`config.mk`:
```
export PLATFORM = sky130hd
export DESIGN_NAME = fp_int_mac_seq_flat
export DESIGN_NICKNAME = d
export VERILOG_FILES = /design/src/rtl/fp_int_pkg.sv /design/src/rtl/fp_int_mac_seq_if.sv /design/src/rtl/fp_int_bit_serializer.sv /design/src/rtl/fp_int_mac_seq.sv /design/src/flat_wrapper.sv
export SDC_FILE = /design/constraint.sdc
export NUM_CORES = 1
export LEC_CHECK = 0
export BUFFER_PORTS_ARGS = -buffer_cell sky130_fd_sc_hd__buf_2
export CORE_ASPECT_RATIO = 1.5
export CORE_UTILIZATION = 50
export CTS_BUF_LIST = sky130_fd_sc_hd__clkbuf_8
export CTS_CLUSTER_SIZE = 28
export DETAILED_ROUTE_END_ITERATION = 10
export PLACE_DENSITY = 0.92
export SETUP_SLACK_MARGIN = 0.15
export SLEW_MARGIN = 20
export SYNTH_ARGS = -nofsm -noshare
export SYNTH_HDL_FRONTEND = slang
export SYNTH_SLANG_ARGS = --single-unit
```
`constraint.sdc`:
```
create_clock -name clk -period 5 [get_ports clk]
set_input_delay 0.5 -clock clk [delete_from_list [all_inputs] [get_ports clk]]
set_output_delay 0.5 -clock clk [all_outputs]
set_load 0.005 [all_outputs]
```
`src/rtl/fp_int_pkg.sv`:
```
// Shared constants for the fp16 x intN dot-product sequencer: FSM state
// encodings and fp16 field widths.
package fp_int_pkg;
    localparam int EXP_WIDTH  = 5;
    localparam int FP16_SGN_W = 1;
    localparam int FP16_EXP_W = 5;
    localparam int FP16_MAN_W = 10;

    localparam int ST_W = 3;
    typedef logic [ST_W-1:0] state_t;
    localparam state_t ST_IDLE = 3'd0;
    localparam state_t ST_LOAD = 3'd1;
    localparam state_t ST_FEED = 3'd2;
    localparam state_t ST_WAIT = 3'd3;
    localparam state_t ST_OUT  = 3'd4;
endpackage

```
`src/rtl/fp_int_mac_seq_if.sv`:
```
// Job, element stream, MAC and result signals of the sequencer. The
// sequencer itself uses the slave view; its environment uses master.
interface fp_int_mac_seq_if #(
    parameter int PRECISION = 4,
    parameter int ACT_WIDTH = 16,
    parameter int ACC_WIDTH = 32,
    parameter int LEN_WIDTH = 8
);
    import fp_int_pkg::*;

    logic                 start;
    logic [LEN_WIDTH-1:0] len;
    logic [EXP_WIDTH-1:0] exp_set;
    logic [ACC_WIDTH-1:0] acc_init;
    logic                 busy;
    logic                 in_valid;
    logic                 in_ready;
    logic [ACT_WIDTH-1:0] in_act;
    logic [PRECISION-1:0] in_w;
    logic                 mac_valid;
    logic [ACT_WIDTH-1:0] mac_act;
    logic                 mac_w;
    logic [EXP_WIDTH-1:0] mac_exp_set;
    logic [ACC_WIDTH-1:0] mac_acc;
    logic                 mac_done;
    logic [EXP_WIDTH-1:0] mac_exp_out;
    logic [ACC_WIDTH-1:0] mac_fixed_point_out;
    logic                 res_valid;
    logic                 res_ready;
    logic [ACC_WIDTH-1:0] res_acc;
    logic [EXP_WIDTH-1:0] res_exp;
    logic                 res_err;

    modport slave (
        input  start, len, exp_set, acc_init, in_valid, in_act, in_w,
               mac_done, mac_exp_out, mac_fixed_point_out, res_ready,
        output busy, in_ready, mac_valid, mac_act, mac_w, mac_exp_set,
               mac_acc, res_valid, res_acc, res_exp, res_err
    );

    modport master (
        output start, len, exp_set, acc_init, in_valid, in_act, in_w,
               mac_done, mac_exp_out, mac_fixed_point_out, res_ready,
        input  busy, in_ready, mac_valid, mac_act, mac_w, mac_exp_set,
               mac_acc, res_valid, res_acc, res_exp, res_err
    );
endinterface

```
`src/rtl/fp_int_bit_serializer.sv`:
```
// Shifts a PRECISION-bit weight out MSB-first, one bit per cycle, with a
// registered valid that stays high for exactly PRECISION cycles after load.
module fp_int_bit_serializer #(
    parameter int PRECISION = 4
) (
    input  logic                 clk,
    input  logic                 rst,
    input  logic                 load_i,
    input  logic [PRECISION-1:0] w_i,
    output logic                 valid_o,
    output logic                 bit_o,
    output logic                 last_bit_o
);
    localparam int CW = (PRECISION > 1) ? $clog2(PRECISION) : 1;

    logic [PRECISION-1:0] sh_q, sh_d;
    logic [CW-1:0]        cnt_q, cnt_d;
    logic                 valid_q, valid_d;

    always_comb begin
        sh_d    = sh_q;
        cnt_d   = cnt_q;
        valid_d = valid_q;
        if (load_i) begin
            sh_d    = w_i;
            cnt_d   = CW'(PRECISION - 1);
            valid_d = 1'b1;
        end else if (valid_q) begin
            if (cnt_q == '0) begin
                valid_d = 1'b0;
                sh_d    = '0;
            end else begin
                sh_d  = sh_q << 1;
                cnt_d = cnt_q - 1'b1;
            end
        end
    end

    always_ff @(posedge clk) begin
        if (rst) begin
            sh_q    <= '0;
            cnt_q   <= '0;
            valid_q <= 1'b0;
        end else begin
            sh_q    <= sh_d;
            cnt_q   <= cnt_d;
            valid_q <= valid_d;
        end
    end

    assign valid_o    = valid_q;
    assign bit_o      = sh_q[PRECISION-1];
    assign last_bit_o = valid_q && (cnt_q == '0);
endmodule

```
`src/rtl/fp_int_mac_seq.sv`:
```
// Dot-product sequencer: pulls LEN activation/weight pairs, streams each
// weight bit-serially into the MAC and chains its accumulator result.
module fp_int_mac_seq
    import fp_int_pkg::*;
#(
    parameter int PRECISION    = 4,
    parameter int ACT_WIDTH    = 16,
    parameter int ACC_WIDTH    = 32,
    parameter int LEN_WIDTH    = 8,
    parameter int DONE_TIMEOUT = 64
) (
    input logic              clk,
    input logic              rst,
    fp_int_mac_seq_if.slave  bus
);
    localparam int WCW = (DONE_TIMEOUT > 1) ? $clog2(DONE_TIMEOUT) : 1;

    state_t               state_q, state_d;
    logic [LEN_WIDTH-1:0] elem_cnt_q, elem_cnt_d;
    logic [WCW-1:0]       wait_cnt_q, wait_cnt_d;
    logic [ACT_WIDTH-1:0] act_q, act_d;
    logic [ACC_WIDTH-1:0] acc_q, acc_d;
    logic [EXP_WIDTH-1:0] exp_q, exp_d;
    logic                 err_q, err_d;
    logic                 busy_q, in_ready_q, res_valid_q;
    logic                 in_fire, ser_valid, ser_bit, ser_last;

    // in_ready_q is high exactly while in LOAD
    assign in_fire = in_ready_q & bus.in_valid;

    fp_int_bit_serializer #(.PRECISION(PRECISION)) u_ser (
        .clk        (clk),
        .rst        (rst),
        .load_i     (in_fire),
        .w_i        (bus.in_w),
        .valid_o    (ser_valid),
        .bit_o      (ser_bit),
        .last_bit_o (ser_last)
    );

    always_comb begin
        state_d    = state_q;
        elem_cnt_d = elem_cnt_q;
        wait_cnt_d = wait_cnt_q;
        act_d      = act_q;
        acc_d      = acc_q;
        exp_d      = exp_q;
        err_d      = err_q;
        case (state_q)
            ST_IDLE: if (bus.start) begin
                acc_d      = bus.acc_init;
                exp_d      = bus.exp_set;
                err_d      = 1'b0;
                elem_cnt_d = bus.len;
                state_d    = (bus.len == '0) ? ST_OUT : ST_LOAD;
            end
            ST_LOAD: begin
                if (bus.mac_done) err_d = 1'b1;
                if (in_fire) begin
                    act_d   = bus.in_act;
                    state_d = ST_FEED;
                end
            end
            ST_FEED: begin
                if (bus.mac_done) err_d = 1'b1;
                if (ser_last) begin
                    wait_cnt_d = '0;
                    state_d    = ST_WAIT;
                end
            end
            ST_WAIT: begin
                if (bus.mac_done) begin
                    acc_d      = bus.mac_fixed_point_out;
                    exp_d      = bus.mac_exp_out;
                    elem_cnt_d = elem_cnt_q - 1'b1;
                    state_d    = (elem_cnt_q == LEN_WIDTH'(1)) ? ST_OUT : ST_LOAD;
                end else if (wait_cnt_q == WCW'(DONE_TIMEOUT - 1)) begin
                    err_d   = 1'b1;
                    state_d = ST_OUT;
                end else begin
                    wait_cnt_d = wait_cnt_q + 1'b1;
                end
            end
            // a stray done here is dropped so the presented result stays stable
            ST_OUT: if (bus.res_ready) state_d = ST_IDLE;
            default: state_d = ST_IDLE;
        endcase
    end

    always_ff @(posedge clk) begin
        if (rst) begin
            state_q     <= ST_IDLE;
            elem_cnt_q  <= '0;
            wait_cnt_q  <= '0;
            act_q       <= '0;
            acc_q       <= '0;
            exp_q       <= '0;
            err_q       <= 1'b0;
            busy_q      <= 1'b0;
            in_ready_q  <= 1'b0;
            res_valid_q <= 1'b0;
        end else begin
            state_q     <= state_d;
            elem_cnt_q  <= elem_cnt_d;
            wait_cnt_q  <= wait_cnt_d;
            act_q       <= act_d;
            acc_q       <= acc_d;
            exp_q       <= exp_d;
            err_q       <= err_d;
            busy_q      <= (state_d != ST_IDLE);
            in_ready_q  <= (state_d == ST_LOAD);
            res_valid_q <= (state_d == ST_OUT);
        end
    end

    assign bus.busy        = busy_q;
    assign bus.in_ready    = in_ready_q;
    assign bus.mac_valid   = ser_valid;
    assign bus.mac_w       = ser_bit;
    assign bus.mac_act     = act_q;
    assign bus.mac_exp_set = exp_q;
    assign bus.mac_acc     = acc_q;
    assign bus.res_valid   = res_valid_q;
    assign bus.res_acc     = acc_q;
    assign bus.res_exp     = exp_q;
    assign bus.res_err     = err_q;
endmodule

```
`src/flat_wrapper.sv`:
```
// flat-port wrapper written by rule: the top's interface ports become plain ports
module fp_int_mac_seq_flat import fp_int_pkg::*;
#(
    parameter int PRECISION    = 4,
    parameter int ACT_WIDTH    = 16,
    parameter int ACC_WIDTH    = 32,
    parameter int LEN_WIDTH    = 8,
    parameter int DONE_TIMEOUT = 64
)
  (clk, rst, bus_start, bus_len, bus_exp_set, bus_acc_init, bus_in_valid, bus_in_act, bus_in_w, bus_mac_done, bus_mac_exp_out, bus_mac_fixed_point_out, bus_res_ready, bus_busy, bus_in_ready, bus_mac_valid, bus_mac_act, bus_mac_w, bus_mac_exp_set, bus_mac_acc, bus_res_valid, bus_res_acc, bus_res_exp, bus_res_err);
  fp_int_mac_seq_if #(.PRECISION(PRECISION), .ACT_WIDTH(ACT_WIDTH), .ACC_WIDTH(ACC_WIDTH), .LEN_WIDTH(LEN_WIDTH)) bus_i ();
  input logic clk;
  input logic rst;
  input wire logic [$bits(bus_i.start)-1:0] bus_start;
  input wire logic [$bits(bus_i.len)-1:0] bus_len;
  input wire logic [$bits(bus_i.exp_set)-1:0] bus_exp_set;
  input wire logic [$bits(bus_i.acc_init)-1:0] bus_acc_init;
  input wire logic [$bits(bus_i.in_valid)-1:0] bus_in_valid;
  input wire logic [$bits(bus_i.in_act)-1:0] bus_in_act;
  input wire logic [$bits(bus_i.in_w)-1:0] bus_in_w;
  input wire logic [$bits(bus_i.mac_done)-1:0] bus_mac_done;
  input wire logic [$bits(bus_i.mac_exp_out)-1:0] bus_mac_exp_out;
  input wire logic [$bits(bus_i.mac_fixed_point_out)-1:0] bus_mac_fixed_point_out;
  input wire logic [$bits(bus_i.res_ready)-1:0] bus_res_ready;
  output wire logic [$bits(bus_i.busy)-1:0] bus_busy;
  output wire logic [$bits(bus_i.in_ready)-1:0] bus_in_ready;
  output wire logic [$bits(bus_i.mac_valid)-1:0] bus_mac_valid;
  output wire logic [$bits(bus_i.mac_act)-1:0] bus_mac_act;
  output wire logic [$bits(bus_i.mac_w)-1:0] bus_mac_w;
  output wire logic [$bits(bus_i.mac_exp_set)-1:0] bus_mac_exp_set;
  output wire logic [$bits(bus_i.mac_acc)-1:0] bus_mac_acc;
  output wire logic [$bits(bus_i.res_valid)-1:0] bus_res_valid;
  output wire logic [$bits(bus_i.res_acc)-1:0] bus_res_acc;
  output wire logic [$bits(bus_i.res_exp)-1:0] bus_res_exp;
  output wire logic [$bits(bus_i.res_err)-1:0] bus_res_err;
  assign bus_i.start = bus_start;
  assign bus_i.len = bus_len;
  assign bus_i.exp_set = bus_exp_set;
  assign bus_i.acc_init = bus_acc_init;
  assign bus_i.in_valid = bus_in_valid;
  assign bus_i.in_act = bus_in_act;
  assign bus_i.in_w = bus_in_w;
  assign bus_i.mac_done = bus_mac_done;
  assign bus_i.mac_exp_out = bus_mac_exp_out;
  assign bus_i.mac_fixed_point_out = bus_mac_fixed_point_out;
  assign bus_i.res_ready = bus_res_ready;
  assign bus_busy = bus_i.busy;
  assign bus_in_ready = bus_i.in_ready;
  assign bus_mac_valid = bus_i.mac_valid;
  assign bus_mac_act = bus_i.mac_act;
  assign bus_mac_w = bus_i.mac_w;
  assign bus_mac_exp_set = bus_i.mac_exp_set;
  assign bus_mac_acc = bus_i.mac_acc;
  assign bus_res_valid = bus_i.res_valid;
  assign bus_res_acc = bus_i.res_acc;
  assign bus_res_exp = bus_i.res_exp;
  assign bus_res_err = bus_i.res_err;
  fp_int_mac_seq #(.PRECISION(PRECISION), .ACT_WIDTH(ACT_WIDTH), .ACC_WIDTH(ACC_WIDTH), .LEN_WIDTH(LEN_WIDTH), .DONE_TIMEOUT(DONE_TIMEOUT)) u_core (.clk(clk), .rst(rst), .bus(bus_i));
endmodule
```
=== Word level (Yosys, flattened, before mapping) ===
Index checks and enable logic that the tools add are counted.

* Equal/unequal tests: 16
* Shifts and indexed selects: 0
* $mul: 0
* Add/sub/neg operators: 3
* $lt $le $gt $ge: 0
* Multiplexer cells: 36
* Div/mod/pow operators: 0
* Reduce and logical (&&, ||, !) cells: 15
* Bitwise operators: 1

{| class="wikitable"
|+ Operators with widths
! cell !! number
|-
| 2-to-1 mux 32 bit || 2
|-
| one-hot mux 32 bit (2 select lines) || 1
|-
| 2-to-1 mux 3 bit || 8
|-
| 2-to-1 mux 6 bit || 3
|-
| 2-to-1 mux 8 bit || 2
|-
| one-hot mux 8 bit (2 select lines) || 1
|-
| one-hot mux 3 bit (5 select lines) || 1
|-
| 2-to-1 mux 4 bit || 3
|-
| one-hot mux 6 bit (2 select lines) || 1
|-
| 2-to-1 mux 5 bit || 2
|-
| one-hot mux 5 bit (2 select lines) || 1
|-
| == test 8 x 1 -> 1 bit, second input constant || 1
|-
| logical NOT 8 bit || 1
|-
| != test 2 x 1 -> 1 bit, second input constant || 4
|-
| != test 2 bit, second input constant || 4
|-
| subtractor 8 x 1 -> 8 bit, second input constant || 1
|-
| 2-to-1 mux 1 bit || 7
|-
| adder 6 x 1 -> 6 bit, second input constant || 1
|-
| == test 3 x 1 -> 1 bit, second input constant || 2
|-
| == test 3 x 2 -> 1 bit, second input constant || 2
|-
| == test 3 bit, second input constant || 2
|-
| == test 6 bit, second input constant || 1
|-
| 2-to-1 mux 2 bit || 3
|-
| nonzero test 2 bit || 3
|-
| 12 further kinds || 14
|}

* Memories kept: 0
* Register bits after elaboration: 81
* Bits in read-only memories: 0
* RAM bits: 0
* Output and inout bits: 96
* Word-level logic and storage cells: 84
* Latch bits: 0

=== Depth between registers and ports, before layout ===
Gate-level depths: netlist of the first run.

* Depth in word-level cells: 5
* Gate-level depth with buffers: 8
* Mapped depth without buffers: 7

=== Hierarchy ===
From an unflattened synthesis of the first run, not the netlist that was laid out.

* Cells, all modules: 510
* Area, all modules: 4306.6 um^2

{| class="wikitable"
|+ By module, submodules not included
! module !! cells an instance !! sequential area each (um^2) !! times used !! area an instance (um^2)
|-
| fp_int_mac_seq || 475 || 1481.4 || 1 || 3965.1
|-
| fp_int_bit_serializer || 35 || 140.1 || 1 || 341.6
|}

=== Worst setup path before layout of the first run ===
OpenSTA, ideal clock, no wires.

* Kind: flip-flop to flip-flop
* From: register u_core.elem_cnt_q[0]
* To: register u_core.elem_cnt_q[7]
* Setup slack: 3.244 ns
* Required time: 4.872 ns
* Cell stages (with the launch flop): 6
* Clock period less this slack: 1.756 ns
* Buffers on the path: 0
* Arrival: 1.628 ns
* Path through: dfxtp_1 -> or4_1 -> or4_4 -> a21bo_1 -> a22oi_1 -> nor2_1

* Word-level cells in the longest chain between the ends: 3

{| class="wikitable"
|+ Ends and longest elaborated chain
! item !! RTL line !! RTL
|-
| start: declaration || fp_int_mac_seq.sv:19 || <nowiki>logic [LEN_WIDTH-1:0] elem_cnt_q, elem_cnt_d;</nowiki>
|-
| start signal: assignment || fp_int_mac_seq.sv:104 || <nowiki>elem_cnt_q <= elem_cnt_d;</nowiki>
|-
| subtractor 8 x 1 -> 8 bit || fp_int_mac_seq.sv:75 || <nowiki>elem_cnt_d = elem_cnt_q - 1'b1;</nowiki>
|-
| 2-to-1 mux 8 bit || fp_int_mac_seq.sv:72 || <nowiki>if (bus.mac_done) begin</nowiki>
|-
| one-hot mux 8 bit (2 select lines) || fp_int_mac_seq.sv:49 || <nowiki>case (state_q)</nowiki>
|}

Every way passes these cells. The select of a mux whose other input is x is not followed.
A chain may end at the register's enable or synchronous reset.

=== Final worst setup path of the first run ===
* From: register u_core.state_q[1]
* To: register u_core.acc_q[12], in the netlist u_core.bus.mac_acc[12]

* Word-level cells in the longest chain between the ends: 3

{| class="wikitable"
|+ Ends and longest elaborated chain
! item !! RTL line !! RTL
|-
| start: declaration || fp_int_mac_seq.sv:18 || <nowiki>state_t state_q, state_d;</nowiki>
|-
| start signal: assignment || fp_int_mac_seq.sv:103 || <nowiki>state_q <= state_d;</nowiki>
|-
| == test 3 x 2 -> 1 bit or logical NOT 3 bit (tied branches) || fp_int_mac_seq.sv:49 ||
|-
| != test 2 bit (no line) or nonzero test 2 bit (tied branches) || n/a ||
|-
| AND reduction 3 bit (no line) || n/a ||
|-
| end signal: assignment || fp_int_mac_seq.sv:96 || <nowiki>acc_q <= '0;</nowiki>
|-
| end signal: assignment || fp_int_mac_seq.sv:107 || <nowiki>acc_q <= acc_d;</nowiki>
|-
| end: declaration || fp_int_mac_seq.sv:22 || <nowiki>logic [ACC_WIDTH-1:0] acc_q, acc_d;</nowiki>
|}

Parallel ways exist; a longest one is shown, timed or not.

==> impl_metrics.py, run 1 <==
metrics = {
    "status": {
        "status": "finished, final reports clean",
    },
    "setup_path": {
        "required_ns": 5.25,
        "critPathKind": "register to register",
        "arrival_ns": 2.94,
        "start_kind": "register",
        "endpoint_kind": "register",
        "critPathMaxFanout": 48,
    },
    "timing": {
        "fin_tns_setup_ns": 0,
        "relSlewSlack_pct": 33.1,
        "worst_pin_slew_ns": 1.00,
        "fin_crit_ns": 2.69,
        "finClkSkew_ns": 0.0125,
        "hold_violations": 0,
        "fmax_mhz": 372,
        "fin_crit_sh_pct": 53.8,
        "drv_slew": 0,
        "setup_ws_ns": 2.31,
        "setup_viol": 0,
        "grt_setup_unrepaired": "no",
    },
    "synthesis": {
        "yosys.area.top_type_share_pct": 41.6,
        "synth_edf_count": 0,
        "ys_ff_latch": 81,
        "ys_warn_count": 0,
        "ys.flop_type": "dfxtp_1",
        "yosys-top-cells-count": "118 x nand2_1, 81 x dfxtp_1, 65 x nor2_1",
        "synth_top_area_cell": "dfxtp_1",
        "synth_nets": 607,
        "syn-cell-area_sq_um": 3900,
        "synth_async_sr_flop_share_pct": 0,
        "seq_area_frac_synth_pct": 41.6,
        "synth_cell_type_count": 47,
        "synthMostInstantiatedCell": "nand2_1",
        "synth_area_leaders": "dfxtp_1 42%, nand2_1 11%, a311oi_1 9.0%",
        "syn-instance-count": 495,
        "synth_area_per_cell_sq_um": 7.88,
    },
    "clock_tree": {
        "cts_tree": "built",
        "clk_pin_slew_ns": 0.08,
        "ctsResizeCount": 0,
        "clock_sinks": 81,
        "htreeDepth": 3,
        "ctsHoldBuffers": 0,
        "clock_latency_ns": 0.34,
        "cts-root-buf": "clkbuf_8",
        "post_cts_buffers": 0,
        "cts_made_buffers": 9,
        "cts_buffer_depth": 2,
    },
    "placement": {
        "dp_slack_ns": 2.18,
        "placed_cells": 732,
        "dp_hpwl_um": 7340,
        "place_area_sq_um": 4650,
        "gp_congestion": 0.793,
        "io_buffer_count": 203,
    },
    "pwr": {
        "peakVddDrop_uv": 248,
        "cellPowerDensity_nw_per_um2": 311,
        "p_leak_uw": 0.00228,
    },
    "layout": {
        "drive_gt1_share_pct": 35.9,
        "fill_cells": 651,
        "utilization_pct": 64.3,
        "fin_cells": 748,
        "diodes": 0,
        "postLayoutCellArea_sq_um": 4870,
        "nNetsFinal": 753,
        "syn2layout_area_growth_pct": 24.8,
    },
    "grt": {
        "grt_overflow": 0,
        "grt_use_total_pct": 24.3,
        "grt_pass1_vias": 3735,
        "antenna_found_initial": 0,
        "grt_first_pass_wirelength_um": 15500,
        "grt_max_degree": 49,
    },
    "die": {
        "boundaryPins": 204,
        "die_width_um": 74.1,
        "start_util_pct": 51.5,
        "fp-row-count": 39,
        "die_y_um": 110,
        "dieArea_sq_um": 8160,
        "core_sq_um": 7560,
    },
    "detailed_routing": {
        "vias": 3963,
        "drc": 0,
        "detail_route.wl_per_cell_um": 13.4,
        "wl_um": 10000,
        "vias_per_cell": 5.30,
        "first_pass_iters": 4,
        "drtIter0Drc": 189,
        "antenna_left": 0,
    },
    "worst_hold_path": {
        "hold_class": "input pin to register",
    },
    "flow_run": {
        "cap_violations": 0,
    },
}
cells by family (layout without fill, tap and decap cells):
logic type,count (synthesis),count (layout),share of synthesized area [%]
buffers and inverters,78,229,11.6
AND/OR/NAND/NOR,225,225,24.8
adder cells (fa/ha/maj),4,4,1.28
XOR/XNOR,6,6,1.35
AO/OA/AOI/OAI,101,101,19.4
flip-flops,81,81,41.6
sequential cells by signal, indices dropped and copies added, names as in the netlist:
name                    count
u_core.bus.res_err          1
u_core.bus.res_valid        1
u_core.elem_cnt_q           8
u_core.state_q              3
u_core.wait_cnt_q           6
u_core.u_ser.valid_o        1
u_core.bus.busy             1
u_core.bus.mac_exp_set      5
u_core.bus.in_ready         1
u_core.u_ser.sh_q           4
u_core.u_ser.cnt_q          2
u_core.bus.mac_act         16
u_core.bus.mac_acc         32
area by class of cell:
class | instances | area [sq um] | share of cell area [%]
Clock inverter | 6 | 82.6 | 1.70
Inverter | 7 | 26.3 | 0.540
Timing Repair Buffer | 206 | 1040 | 21.3
Clock buffer | 10 | 138 | 2.83
Multi-Input combinational cell | 336 | 1830 | 37.6
Sequential cell | 81 | 1620 | 33.3
Tap cell | 102 | 128 | 2.62
stage by stage:
| step | total power (uW) | hold slack, ns |
|---|---|---|
| floorplan | 918 | 0.453 |
| detailed placement | 1010 | 0.452 |
| global route | 1600 | 0.361 |
| finish | 1510 | 0.392 |
| CTS | 1530 | 0.366 |
| global placement | 998 | 0.439 |
final timing paths:
| check | start | end | slack (ns) | depth (start not counted) |
|---|---|---|---|---|
| hold reg to reg | u_core.bus.mac_act[4]$_SDFFE_PP0P_ | u_core.bus.mac_act[4]$_SDFFE_PP0P_ | 0.46 | 2 |
| hold / removal | bus_in_act[4] | u_core.bus.mac_act[4]$_SDFFE_PP0P_ | 0.39 | 3 |
| setup / recovery | u_core.state_q[1]$_SDFF_PP0_ | u_core.bus.mac_acc[12]$_SDFFE_PP0P_ | 2.31 | 5 |
| setup reg to reg | u_core.state_q[1]$_SDFF_PP0_ | u_core.bus.mac_acc[12]$_SDFFE_PP0P_ | 2.31 | 5 |
placed cells by master, fill, tap and decap left out, types with 7 or more instances in the layout:
cell type / instances
inv_1: 8
clkbuf_8: 10
dfxtp_1: 81
buf_2: 203
nand2_1: 118
nand3_1: 7
nor2_1: 65
a311oi_1: 40
o21ai_0: 7
a21oi_1: 27
worst max-delay path, stage by stage, from the launching register on:
cell      delay (ns)
dfxtp_1         0.41
or3b_4          0.46
a21oi_4         0.78
buf_4           0.53
nor2_1          0.09
a311oi_1        0.28
per-layer routing:
| metal | up-vias | track usage (%) | wire length, um |
|---|---|---|---|
| li1 | 1964 | - | - |
| met1 | 1831 | 23.9 | 3950 |
| met2 | 148 | 45.6 | 5350 |
| met3 | 20 | 5.27 | 536 |
| met4 | 0 | 13.7 | 196 |
| met5 | - | 0 | 0 |
report_power, final:
part	leakage [uW]	internal, uW	switching, uW
Sequential	0.000665	691	38.6
Clock	0.000117	292	228
Combinational	0.00150	131	133
Total	0.00228	1110	400
No activity file was read; power rests on OpenSTA's default activity.
==> run 2, diff against run 1 <==
--- a/config.mk
+++ b/config.mk
@@ -7,11 +7,11 @@
 export LEC_CHECK = 0
 export BUFFER_PORTS_ARGS = -buffer_cell sky130_fd_sc_hd__buf_2
 export CORE_ASPECT_RATIO = 1.5
-export CORE_UTILIZATION = 50
+export CORE_UTILIZATION = 42
 export CTS_BUF_LIST = sky130_fd_sc_hd__clkbuf_8
 export CTS_CLUSTER_SIZE = 28
 export DETAILED_ROUTE_END_ITERATION = 10
-export PLACE_DENSITY = 0.92
+export PLACE_DENSITY = 0.83
 export SETUP_SLACK_MARGIN = 0.15
 export SLEW_MARGIN = 20
 export SYNTH_ARGS = -nofsm -noshare
==> constraint.sdc (replaced) <==
create_clock -name clk -period 2.4 [get_ports clk]
set_input_delay 0.24 -clock clk [delete_from_list [all_inputs] [get_ports clk]]
set_output_delay 0.24 -clock clk [all_outputs]
set_load 0.005 [all_outputs]
==> impl_metrics.py, run 2 (synthesized netlist as in run 1, its figures left out) <==
metrics = {
    "status": {
        "status": "finished, final reports clean",
    },
    "clock_tree": {
        "ctsResizeCount": 0,
        "cts_made_buffers": 9,
        "htreeDepth": 3,
        "ctsHoldBuffers": 0,
        "clock_sinks": 81,
        "clock_latency_ns": 0.35,
        "cts_tree": "built",
        "cts-root-buf": "clkbuf_8",
        "clk_pin_slew_ns": 0.08,
        "cts_buffer_depth": 2,
        "post_cts_buffers": 0,
    },
    "timing": {
        "finClkSkew_ns": 0.0130,
        "grt_setup_unrepaired": "no",
        "hold_violations": 0,
        "fin_crit_sh_pct": 83.0,
        "setup_ws_ns": 0.409,
        "setup_viol": 0,
        "fin_tns_setup_ns": 0,
        "hold_slack_ns": 0.123,
        "worst_pin_slew_ns": 0.595,
        "fmax_mhz": 502,
        "relSlewSlack_pct": 60.2,
        "drv_slew": 0,
        "fin_crit_ns": 1.99,
    },
    "layout": {
        "drive_gt1_share_pct": 36.8,
        "fill_cells": 862,
        "nNetsFinal": 760,
        "multi_input_area_sq_um": 1830,
        "syn2layout_area_growth_pct": 27.2,
        "layout_commonest_cell": "buf_2",
        "diodes": 0,
        "utilization_pct": 55.5,
        "final_cell_mix": "203 x buf_2, 118 x nand2_1, 81 x dfxtp_1",
        "fin_cells": 763,
        "largest_reg_flops": 32,
        "regArea_sq_um": 1620,
    },
    "pwr": {
        "cellPowerDensity_nw_per_um2": 653,
        "p_switching_uw": 846,
        "power_frac_comb_pct": 17.6,
        "p_clk_share_pct": 35.5,
        "swShare_pct": 26.1,
        "seqPwrFrac_pct": 46.9,
        "p_leak_uw": 0.00233,
        "internal_power_uw": 2390,
        "peakVddDrop_uv": 478,
    },
    "placement": {
        "placed_cells": 747,
        "dp_slack_ns": 0.434,
        "io_buffer_count": 203,
        "gp_congestion": 0.802,
        "dp_hpwl_um": 7910,
    },
    "detailed_routing": {
        "antenna_left": 0,
        "detail_route.wl_per_cell_um": 14.0,
        "first_pass_iters": 4,
        "drtIter0Drc": 163,
        "wl_um": 10700,
        "vias_per_cell": 5.26,
        "vias": 4012,
        "drc": 0,
    },
    "grt": {
        "grt_use_total_pct": 22.0,
        "grt_first_pass_wirelength_um": 16600,
        "grt_max_degree": 50,
        "grt_pass1_vias": 3733,
        "grt_overflow": 0,
        "antenna_found_initial": 0,
    },
    "die": {
        "core_sq_um": 8930,
        "fp-row-count": 42,
        "dieArea_sq_um": 9680,
        "die_width_um": 80.7,
        "start_util_pct": 43.6,
        "boundaryPins": 204,
        "die_y_um": 120,
    },
    "setup_path": {
        "crit_chain": "or3b_4, a21oi_4, buf_4, nor2_1, a311oi_1",
        "slowest_delay_ns": 0.46,
        "critPathMaxFanout": 26,
        "required_ns": 2.66,
        "endpoint_kind": "register",
        "worst-path-buf-inv": 1,
        "start_kind": "register",
        "arrival_ns": 2.25,
        "slowest_stage": "or3b_4",
        "critPathKind": "register to register",
        "crit_family": "compound AO/OA/AOI/OAI gates",
    },
    "worst_hold_path": {
        "hold_class": "input pin to register",
    },
    "flow_run": {
        "cap_violations": 0,
    },
}
[run 2: cell types whose count changed in the layout (fill, tap and decap cells not counted)]
cell and delta:
buf_4 +6, inv_1 -1, clkinv_2 -1, clkbuf_8 +2
buf_12 +1
[run 2: tightest hold or removal path: stages]
cell	delay [ns]
buf_2	0.09
nand2_1	0.04
a21oi_1	0.05
[run 2: per-layer routing]
layer / track usage (%) / share of wire [%]
met5: 0 / 0
met4: 12.1 / 3.5
met3: 5.86 / 7.5
met2: 39.8 / 51
met1: 22.1 / 38
[run 2: layout make-up]
cell class	count	share of cell area (%)
clock buffer	12	3.33
clock inverter	4	1.49
inverter	7	0.530
multi-input combinational	336	36.9
sequential	81	32.7
tap	110	2.77
timing repair buffer	213	22.3
[run 2: path summary, 6_finish.rpt]
path	cells after the start	startpoint	slack, ns	endpoint
worst min-delay path	3	bus_in_act[10]	0.12	u_core.bus.mac_act[10]$_SDFFE_PP0P_
worst max-delay path	5	u_core.state_q[1]$_SDFF_PP0_	0.41	u_core.bus.mac_acc[7]$_SDFFE_PP0P_
worst min register to register	2	u_core.bus.mac_act[6]$_SDFFE_PP0P_	0.46	u_core.bus.mac_act[6]$_SDFFE_PP0P_
worst max register to register	5	u_core.state_q[1]$_SDFF_PP0_	0.41	u_core.bus.mac_acc[7]$_SDFFE_PP0P_
[run 2: through the flow]
stage / total power, uW / cell area, sq um
6_report: 3240 / 4960
4_1_cts: 3280 / 4960
2_1_floorplan: 1910 / 3900
3_3_place_gp: 2100 / 4720
5_1_grt: 3430 / 4960
3_5_place_dp: 2120 / 4720
[run 2: power by group through the flow]
stage | Sequential [uW] | Combinational [uW] | Clock (uW)
2_1_floorplan | 1540 | 372 | 0
3_3_place_gp | 1550 | 554 | 0
3_5_place_dp | 1550 | 569 | 0
4_1_cts | 1520 | 573 | 1190
5_1_grt | 1530 | 643 | 1250
6_report | 1520 | 572 | 1150
==> run 3, diff against run 2 <==
==> constraint.sdc (replaced) <==
create_clock -name clk -period 1.8 [get_ports clk]
set_input_delay 0.18 -clock clk [delete_from_list [all_inputs] [get_ports clk]]
set_output_delay 0.18 -clock clk [all_outputs]
set_load 0.005 [all_outputs]
==> impl_metrics.py, run 3 (synthesized netlist as in run 1, its figures left out) <==
metrics = {
    "detailed_routing": {
        "detail_route.wl_per_cell_um": 15.8,
        "vias_per_cell": 5.37,
        "drtIter0Drc": 227,
        "first_pass_iters": 4,
        "vias": 4298,
        "routed.top_layer": "met4",
        "m1WireLength_um": 4670,
        "antenna_left": 0,
        "wl_met2_um": 6880,
        "drc": 0,
        "wl_um": 12700,
        "dr_wl_met3_um": 747,
    },
    "pwr": {
        "total_power_uw": 4700,
        "peakVddDrop_uv": 522,
        "p_leak_uw": 0.00271,
        "cellPowerDensity_nw_per_um2": 785,
    },
    "timing": {
        "fin_crit_ns": 1.79,
        "worst_pin_slew_ns": 0.451,
        "setup_viol": 0,
        "finClkSkew_ns": 0.00745,
        "fin_crit_sh_pct": 99.4,
        "drv_slew": 0,
        "relSlewSlack_pct": 69.7,
        "hold_violations": 0,
        "fin_tns_setup_ns": 0,
        "grt_setup_unrepaired": "yes",
        "hold_slack_ns": 0.0678,
        "fmax_mhz": 559,
    },
    "setup_path": {
        "r2r_cells": 5,
        "arrival_ns": 2.03,
        "critPathKind": "register to register",
        "r2r_end": "u_core.elem_cnt_q[7]$_SDFFE_PP0P_",
        "start_kind": "register",
        "r2r-start": "u_core.elem_cnt_q[0]$_SDFFE_PP0P_",
        "endpoint_kind": "register",
        "crit_start": "u_core.elem_cnt_q[0]$_SDFFE_PP0P_",
        "rrSetupSlack_ns": 0.01,
        "endpoint": "u_core.elem_cnt_q[7]$_SDFFE_PP0P_",
        "critPathMaxFanout": 2,
        "required_ns": 2.04,
    },
    "placement": {
        "place_area_sq_um": 4860,
        "io_buffer_count": 203,
        "dp_hpwl_um": 7820,
        "gp_congestion": 0.928,
    },
    "grt": {
        "grt_overflow": 0,
        "grt_use_total_pct": 22.7,
        "antenna_found_initial": 0,
        "grt_pass1_vias": 3975,
        "grt_max_degree": 36,
        "grt_first_pass_wirelength_um": 17400,
    },
    "die": {
        "dieArea_sq_um": 9680,
        "boundaryPins": 204,
        "die_y_um": 120,
        "core_sq_um": 8930,
        "fp-row-count": 42,
        "die_width_um": 80.7,
        "start_util_pct": 43.6,
    },
    "layout": {
        "syn2layout_area_growth_pct": 53.5,
        "drive_gt1_share_pct": 52.2,
        "fill_cells": 692,
        "layout_commonest_cell": "buf_2",
        "diodes": 0,
        "largest_reg_flops": 32,
        "multi_input_area_sq_um": 2320,
        "nNetsFinal": 799,
        "final_cell_mix": "203 x buf_2, 117 x nand2_1, 72 x dfxtp_1",
        "utilization_pct": 67.0,
        "postLayoutCellArea_sq_um": 5980,
        "regArea_sq_um": 1640,
    },
    "worst_hold_path": {
        "hold_class": "input pin to register",
        "min_from": "bus_in_act[9]",
    },
    "clock_tree": {
        "ctsHoldBuffers": 0,
        "clock_sinks": 81,
        "htreeDepth": 3,
        "clk_pin_slew_ns": 0.08,
        "cts_tree": "built",
        "cts_buffer_depth": 2,
        "clock_latency_ns": 0.35,
        "cts_made_buffers": 9,
        "cts-root-buf": "clkbuf_8",
    },
    "flow_run": {
        "cap_violations": 0,
    },
    "status": {
        "status": "finished, final reports clean",
    },
}
-- run 3: cell types whose count changed in the layout (fill, tap and decap cells not counted), sizes merged --
cell and change:
buf +32, clkbuf +4, inv +2, bufbuf +1
clkinv -1
-- run 3: how the worst min path moves through the flow --
stage,depth (start not counted),endpoint,slack (ns)
CTS,3,u_core.bus.mac_act[9]$_SDFFE_PP0P_,0.06
floorplan,2,u_core.bus.mac_act[0]$_SDFFE_PP0P_,0.32
detailed placement,3,u_core.bus.mac_act[9]$_SDFFE_PP0P_,0.43
global route,3,u_core.bus.mac_act[7]$_SDFFE_PP0P_,0.05
global placement,3,u_core.bus.mac_act[5]$_SDFFE_PP0P_,0.42
finish,3,u_core.bus.mac_act[9]$_SDFFE_PP0P_,0.07
-- run 3: per-layer routing --
layer | track usage [%] | vias up
li1 | - | 2067
met1 | 24.0 | 2028
met2 | 42.0 | 168
met3 | 4.64 | 35
met4 | 9.82 | 0
met5 | 0 | -
-- run 3: worst max-delay path: stages, from the launching register on --
cell	delay [ns]
dfxtp_2	0.33
or4_4	0.53
or4_4	0.45
a21bo_1	0.19
a22oi_2	0.12
nor2_1	0.05
-- run 3: per-stage QoR --
step	setup WS [ns]	cells
after floorplan	0.0442	495
after global routing	-0.0592	801
after global placement	0.0165	759
after detailed placement	-0.00270	759
final	0.0107	801
after CTS	0.0507	784
-- run 3: power breakdown --
group          switching, uW  internal [uW]  total (uW)
Sequential               137           1920        2060
Clock                    625            800        1430
Combinational            548            664        1210
Total                   1310           3390        4700
-- run 3: repair_timing --
item,in CTS,in global routing
gates cloned,3,6
buffers inserted,7,11
resized for setup,10,123
pin swaps,7,45
setup endpoints to repair,40,52
hold endpoints to repair,0,0
-- run 3: layout make-up --
| type | instances | area share (%) |
|---|---|---|
| tap | 110 | 2.30 |
| multi-input combinational | 336 | 38.7 |
| inverter | 7 | 0.439 |
| clock buffer | 10 | 2.30 |
| clock inverter | 5 | 1.21 |
| timing repair buffer | 252 | 27.7 |
| sequential | 81 | 27.3 |
